<file path="src/rtl/imm_encoder.sv">
// imm_encoder
// Packs a RISC-V instruction word from opcode, register fields and a 32-bit
// signed immediate. The immediate is range- and alignment-checked and
// scattered into I/S/B/U/J positions. Results leave through a 2-stage
// valid/ready pipeline. Saturating counters track good and rejected words.
//
// Ports:
//   clk, rst_n                  clock, async active-low reset
//   in_valid/in_ready           request handshake
//   in_op, in_rd, in_rs1,
//   in_rs2, in_funct3, in_imm   request fields
//   out_valid/out_ready         result handshake
//   out_instr                   encoded word (NOP on error)
//   out_err, out_err_code       00 ok, 01 range, 10 misaligned, 11 bad opcode
//   cnt_clr                     synchronous clear of both counters
//   enc_cnt, err_cnt            saturating delivered-word counters
module imm_encoder (
  input  logic        clk,
  input  logic        rst_n,
  input  logic        in_valid,
  output logic        in_ready,
  input  logic [6:0]  in_op,
  input  logic [4:0]  in_rd,
  input  logic [4:0]  in_rs1,
  input  logic [4:0]  in_rs2,
  input  logic [2:0]  in_funct3,
  input  logic [31:0] in_imm,
  output logic        out_valid,
  input  logic        out_ready,
  output logic [31:0] out_instr,
  output logic        out_err,
  output logic [1:0]  out_err_code,
  input  logic        cnt_clr,
  output logic [15:0] enc_cnt,
  output logic [15:0] err_cnt
);

  localparam logic [6:0]  OP_IMM   = 7'b0010011;
  localparam logic [6:0]  OP_LOAD  = 7'b0000011;
  localparam logic [6:0]  OP_JALR  = 7'b1100111;
  localparam logic [6:0]  OP_STORE = 7'b0100011;
  localparam logic [6:0]  OP_BR    = 7'b1100011;
  localparam logic [6:0]  OP_LUI   = 7'b0110111;
  localparam logic [6:0]  OP_AUIPC = 7'b0010111;
  localparam logic [6:0]  OP_JAL   = 7'b1101111;
  localparam logic [31:0] NOP      = 32'h0000_0013;

  logic        s1_valid;
  logic [6:0]  s1_op;
  logic [4:0]  s1_rd, s1_rs1, s1_rs2;
  logic [2:0]  s1_f3;
  logic [31:0] s1_imm;

  logic        s2_advance;
  logic [31:0] raw_instr;
  logic [31:0] enc_instr;
  logic [1:0]  enc_code;
  logic        supported, range_ok, misaligned;

  assign s2_advance = !out_valid || out_ready;
  // Combinational from out_ready so a full pipe still streams one per cycle.
  assign in_ready   = !s1_valid || s2_advance;

  always_comb begin
    raw_instr  = 32'h0;
    supported  = 1'b1;
    range_ok   = 1'b1;
    misaligned = 1'b0;
    case (s1_op)
      OP_IMM, OP_LOAD, OP_JALR: begin
        raw_instr = {s1_imm[11:0], s1_rs1, s1_f3, s1_rd, s1_op};
        range_ok  = (s1_imm[31:11] == {21{s1_imm[11]}});
      end
      OP_STORE: begin
        raw_instr = {s1_imm[11:5], s1_rs2, s1_rs1, s1_f3, s1_imm[4:0], s1_op};
        range_ok  = (s1_imm[31:11] == {21{s1_imm[11]}});
      end
      OP_BR: begin
        raw_instr  = {s1_imm[12], s1_imm[10:5], s1_rs2, s1_rs1, s1_f3,
                      s1_imm[4:1], s1_imm[11], s1_op};
        range_ok   = (s1_imm[31:12] == {20{s1_imm[12]}});
        misaligned = s1_imm[0];
      end
      OP_LUI, OP_AUIPC: begin
        raw_instr  = {s1_imm[31:12], s1_rd, s1_op};
        misaligned = (s1_imm[11:0] != 12'h0);
      end
      OP_JAL: begin
        raw_instr  = {s1_imm[20], s1_imm[10:1], s1_imm[11], s1_imm[19:12],
                      s1_rd, s1_op};
        range_ok   = (s1_imm[31:20] == {12{s1_imm[20]}});
        misaligned = s1_imm[0];
      end
      default: supported = 1'b0;
    endcase

    if (!supported)     enc_code = 2'b11;
    else if (misaligned) enc_code = 2'b10;
    else if (!range_ok)  enc_code = 2'b01;
    else                 enc_code = 2'b00;

    enc_instr = (enc_code != 2'b00) ? NOP : raw_instr;
  end

  always_ff @(posedge clk or negedge rst_n) begin
    if (!rst_n) begin
      s1_valid <= 1'b0;
      s1_op    <= 7'h0;
      s1_rd    <= 5'h0;
      s1_rs1   <= 5'h0;
      s1_rs2   <= 5'h0;
      s1_f3    <= 3'h0;
      s1_imm   <= 32'h0;
    end else if (in_valid && in_ready) begin
      s1_valid <= 1'b1;
      s1_op    <= in_op;
      s1_rd    <= in_rd;
      s1_rs1   <= in_rs1;
      s1_rs2   <= in_rs2;
      s1_f3    <= in_funct3;
      s1_imm   <= in_imm;
    end else if (s2_advance) begin
      s1_valid <= 1'b0;
    end
  end

  always_ff @(posedge clk or negedge rst_n) begin
    if (!rst_n) begin
      out_valid    <= 1'b0;
      out_instr    <= 32'h0;
      out_err      <= 1'b0;
      out_err_code <= 2'b00;
    end else if (s2_advance) begin
      out_valid <= s1_valid;
      if (s1_valid) begin
        out_instr    <= enc_instr;
        out_err      <= (enc_code != 2'b00);
        out_err_code <= enc_code;
      end
    end
  end

  always_ff @(posedge clk or negedge rst_n) begin
    if (!rst_n) begin
      enc_cnt <= 16'h0;
      err_cnt <= 16'h0;
    end else if (cnt_clr) begin
      enc_cnt <= 16'h0;
      err_cnt <= 16'h0;
    end else if (out_valid && out_ready) begin
      if (out_err) begin
        if (err_cnt != 16'hFFFF) err_cnt <= err_cnt + 16'd1;
      end else begin
        if (enc_cnt != 16'hFFFF) enc_cnt <= enc_cnt + 16'd1;
      end
    end
  end

endmodule

</file>
<file path="config.mk">
export PLATFORM = sky130hd
export DESIGN_NAME = imm_encoder
export DESIGN_NICKNAME = d
export VERILOG_FILES = /design/src/rtl/imm_encoder.sv
export SDC_FILE = /design/constraint.sdc
export NUM_CORES = 1
export LEC_CHECK = 0
export ABC_AREA = 1
export ABC_CLOCK_PERIOD_IN_PS = 3140
export BUFFER_PORTS_ARGS = -buffer_cell sky130_fd_sc_hd__buf_2
export CORE_ASPECT_RATIO = 0.6
export CORE_MARGIN = 2
export CORE_UTILIZATION = 25
export CTS_BUF_LIST = sky130_fd_sc_hd__clkbuf_16
export DETAILED_ROUTE_END_ITERATION = 6
export PLACE_DENSITY = 0.44
export SLEW_MARGIN = 40
export SYNTH_ARGS = -nofsm -noshare
export SYNTH_HDL_FRONTEND = slang
export SYNTH_SLANG_ARGS = --single-unit
</file>
<file path="constraint.sdc">
create_clock -name clk -period 3.14 [get_ports clk]
set_input_delay 0.157 -clock clk [delete_from_list [all_inputs] [get_ports clk]]
set_output_delay 0.157 -clock clk [all_outputs]
set_load 0.005 [all_outputs]
</file>
==> summary by stage <==
CTS
The post-CTS clock slew at the launch and capture registers of the worst setup and hold paths is 50 ps. The CTS tree is done. After clock tree synthesis, the repair step resized 0 gates.

The H-tree generated during clock tree synthesis spans 4 levels. The clock tree buffer depth is 2. The cell chosen for the clock root is sky130_fd_sc_hd__clkbuf_16. The tree built by TritonCTS fans out to 126 sinks.

Buffers inserted during clock tree synthesis total 17. The later pin in the worst-skew pair is clocked with a latency of approximately 420 ps.

Synthesis
The cell with the most instances after synthesis is sky130_fd_sc_hd__nand2_1. The synthesized net count is between 800 and 900. The sequential cell area fraction in the yosys report is 0.4970. Counting flops with a built-in enable in the synthesized netlist gives 0. The largest area contributor in the synthesized netlist is sky130_fd_sc_hd__dfrtp_1. The yosys synthesis warning count is 0. The synthesized flop and latch total is 126. The most used flip-flop cell after synthesis is sky130_fd_sc_hd__dfrtp_1. The area share of fa/ha/maj cells after synthesis is 0.003945. The complex-gate fraction of the synthesized area is 0.09586. Yosys attributes the largest share of cell area to sky130_fd_sc_hd__dfrtp_1 (50%), sky130_fd_sc_hd__nand2_1 (11%), sky130_fd_sc_hd__inv_1 (5.0%). Of the total synthesized cell area, the portion taken by XOR and XNOR cells is 0.005523.

Sorting the synthesized cells by how often they occur yields sky130_fd_sc_hd__nand2_1 (190), sky130_fd_sc_hd__dfrtp_1 (126), sky130_fd_sc_hd__inv_1 (84). In the synthesized netlist, the number of instances is between 700 and 800. In this run the cell area of the synthesized design comes to 6344 µm². After synthesis, the share of flip-flops with an asynchronous set or reset is 1.000. The distinct cell type count after synthesis is 35.

The main combinational cell family by area after synthesis is simple AND/OR/NAND/NOR gates. The fraction of the mapped netlist area in simple logic gates is 0.2787. The area share of the largest cell type after synthesis is 0.4970. Of the post-synthesis cell area, the part taken by muxes is 0.04793. The average cell area after synthesis is 8.102 µm².

STA
For the pin with the worst max-slew slack, the measured transition is 698.6 ps. Measured against its own limit, the worst slew margin works out to 0.5300. Final hold analysis gives a worst-case slack of 14.18 ps. Setup repair after global routing left no endpoint under its margin. The number of setup violations in the final report is 0. The hold violation total from the final report was 0. Clock skew on the completed layout was measured at 9.664 ps.

The max-slew violation count came to 0. The final critical-path required period is 2360 ps. The maximum clock frequency is between 0.4 and 0.5 GHz. For the final routed database, the setup TNS stands at 0 ps. The final period utilization is 0.7517.

Floorplanning
The die covers roughly 27000 µm². The floorplan step set the die width to 209.6 µm. The die boundary height is 127.4 µm. The starting density of the core is 0.2526. Pin placement for this block handled 131 I/O pins. The floorplan has 45 rows. The floorplan step defined a core boundary enclosing 25110 µm².

Pwr
The proportion of total power due to net switching is 0.2834. The proportion of power drawn by the clock network is 0.441. The combinational cell fraction of total power is 0.142. The maximum resistive drop on vdd is 0.3515 mV. Internal power comes to 3219 µW. Summed over all cells, the static leakage comes to 0.004205 µW. The switching power of the nets is 1273 µW. Of the total power, registers draw 0.417. The areal power density over the cells is roughly 530 nW/µm².

Global routing
The via count of the first global-routing pass is 5703. The number of antenna violations at the first check in global routing is 0. For this run, the total global-route usage over all layers was measured as 0.1708. The first global-routing pass estimated approximately 34000 µm of wire. The pin count of the biggest net entering global routing is 90. Global routing finished with a remaining overflow of 0.

Cells and area
In the final design database the tool counted ~1000 nets. The number of antenna diodes in the final layout is 0. The fraction of final layout cells with drive strength greater than 1 is 0.2226. The number of fill cells is ~2700. Compared with the post-synthesis result, the final layout area differs by 34.36%.

Setup path
The critical path is of the flop to flop type. The arrival time at the worst endpoint is 2710 ps. The required time reported for the critical path endpoint is 3490 ps.

The depth of the most critical reg-to-reg path is 12. STA classifies the critical path startpoint as a flop. The endpoint class of the critical path is a flop.

The critical-path maximum fanout is 17.

Placed design
The count of buffers added on input and output ports is 130. The global placer's final weighted congestion is 0.8400. The half-perimeter wire length after placement is 16290 µm.

Route
After detailed routing, the number of remaining DRC violations is 0. The final wirelength is 21800 µm. After detailed routing, the average wire length per cell comes to 16.60 µm. The count of nets left with antenna violations once routing finished came out at 0. After detailed routing, the number of vias per cell comes to 4.540. The number of optimization iterations in the first detailed-route pass is 5. The count of routing violations after the opening detailed-route iteration is 394. The routed layout has 5961 vias.

Hold path
The number of instances on the worst hold path is 3. The path category of the worst min-delay check is primary input to flop.

Flow run
Max-cap violations in this run came to 0.

Outcome
The flow ran to the end, and the final reports show no timing, DRC or antenna violations.
==> cells by family (layout without fill, tap and decap cells) <==
group,count (synthesis),count (layout)
AO/OA/AOI/OAI,110,110
XOR/XNOR,4,4
adder cells (fa/ha/maj),2,2
buffers and inverters,114,315
flip-flops,126,126
multiplexers,27,27
AND/OR/NAND/NOR,400,400
==> sequential cells by signal, indices dropped and copies added, names as in the netlist <==
register and cells:
out_instr 32, s1_imm 32, enc_cnt 16, err_cnt 16, s1_op 7, s1_rd 5, s1_rs1 5, s1_rs2 5
s1_f3 3, out_err_code 2, out_err 1, out_valid 1, s1_valid 1
==> stage by stage <==
step           instance area [µm²]  total power (µW)  std cells  utilization  setup slack [ps]
4_1_cts                       8523              4559       1313       0.3394             770.9
5_1_grt                       8523              4729       1313       0.3394             537.4
6_report                      8523              4492       1313       0.3394             779.7
3_5_place_dp                  7403              2488       1227       0.2948             802.9
3_3_place_gp                  7395              2488       1227       0.2945             846.1
2_1_floorplan                 6344              2207        783            -              1409
==> critical path: stages, from the launching register on <==
cell	delay, ps
sky130_fd_sc_hd__dfrtp_1	380
sky130_fd_sc_hd__inv_1	90
sky130_fd_sc_hd__nand2_1	60
sky130_fd_sc_hd__nor2_2	210
sky130_fd_sc_hd__nand2_1	280
sky130_fd_sc_hd__inv_1	110
sky130_fd_sc_hd__nand2_1	70
sky130_fd_sc_hd__nand2_2	100
sky130_fd_sc_hd__nor2_1	60
sky130_fd_sc_hd__nand2_1	470
sky130_fd_sc_hd__buf_4	300
sky130_fd_sc_hd__nand3_1	90
sky130_fd_sc_hd__nand2_1	90
==> metal layers <==
layer,track usage,wire length [µm],vias to the layer above,share of wire
li1,-,-,2966,-
met1,0.2908,12730,2823,0.58
met2,0.2007,7566,163,0.35
met3,0.04499,1402,9,0.064
met4,0.03755,102,0,0.0047
met5,0,0,-,0
==> power by group through the flow <==
stage	logic [µW]	registers (µW)	clock network [µW]
3_5_place_dp	587	1900	0
2_1_floorplan	359	1850	0
6_report	636	1870	1980
4_1_cts	641	1870	2050
3_3_place_gp	588	1900	0
5_1_grt	718	1890	2120
==> area by class of cell <==
class / instances / area (µm²) / share of cell area
sequential: 126 / 3153 / 0.3699
multi-input combinational: 543 / 2756 / 0.3234
timing repair buffer: 195 / 1292 / 0.1516
clock buffer: 17 / 425.4 / 0.04991
tap: 329 / 411.6 / 0.04830
inverter: 88 / 330.3 / 0.03876
clock inverter: 15 / 153.9 / 0.01806
==> what timing repair did <==
| action | in CTS | in global routing |
|---|---|---|
| hold buffers | 54 | 0 |
| buffers inserted | 0 | 0 |
| hold endpoints to repair | 90 | 0 |
| endpoints found under the setup margin | 0 | 0 |
==> cells in the final DEF (no fill, tap or decap), types with 2 or more instances in the layout <==
cell type	count
sky130_fd_sc_hd__clkinvlp_4	4
sky130_fd_sc_hd__nor3_1	20
sky130_fd_sc_hd__a22o_1	5
sky130_fd_sc_hd__a21oi_1	41
sky130_fd_sc_hd__clkinv_2	3
sky130_fd_sc_hd__o21ai_0	46
sky130_fd_sc_hd__clkbuf_16	17
sky130_fd_sc_hd__mux2_2	27
sky130_fd_sc_hd__clkinv_1	4
sky130_fd_sc_hd__nand3_1	58
sky130_fd_sc_hd__buf_4	10
sky130_fd_sc_hd__nor2_4	2
sky130_fd_sc_hd__dlygate4sd3_1	54
sky130_fd_sc_hd__inv_1	85
sky130_fd_sc_hd__buf_2	129
sky130_fd_sc_hd__nand3_2	2
sky130_fd_sc_hd__inv_2	4
sky130_fd_sc_hd__nand2_2	4
sky130_fd_sc_hd__bufinv_16	3
sky130_fd_sc_hd__and3_1	2
sky130_fd_sc_hd__nand2_4	3
sky130_fd_sc_hd__nor4_1	4
sky130_fd_sc_hd__or2_2	3
sky130_fd_sc_hd__nand2_1	189
sky130_fd_sc_hd__ha_1	2
sky130_fd_sc_hd__nor2_2	4
sky130_fd_sc_hd__o221ai_1	4
sky130_fd_sc_hd__dfrtp_1	126
sky130_fd_sc_hd__nand4_1	24
sky130_fd_sc_hd__xor2_1	4
sky130_fd_sc_hd__o31ai_1	3
sky130_fd_sc_hd__nor2_1	82
sky130_fd_sc_hd__o22ai_1	8
==> worst paths after layout <==
check / start / endpoint / slack (ps)
worst min register to register: out_instr[0]$_DFFE_PN0P_ / out_instr[0]$_DFFE_PN0P_ / 470
worst min-delay path: in_imm[30] / s1_imm[30]$_DFFE_PN0P_ / 10
worst max-delay path: s1_op[3]$_DFFE_PN0P_ / out_instr[18]$_DFFE_PN0P_ / 780
min in group asynchronous: rst_n / err_cnt[0]$_DFFE_PN0P_ / 210
max in group asynchronous: rst_n / s1_op[3]$_DFFE_PN0P_ / 2080
worst max register to register: s1_op[3]$_DFFE_PN0P_ / out_instr[18]$_DFFE_PN0P_ / 780
No activity file was read; power rests on OpenSTA's default activity.
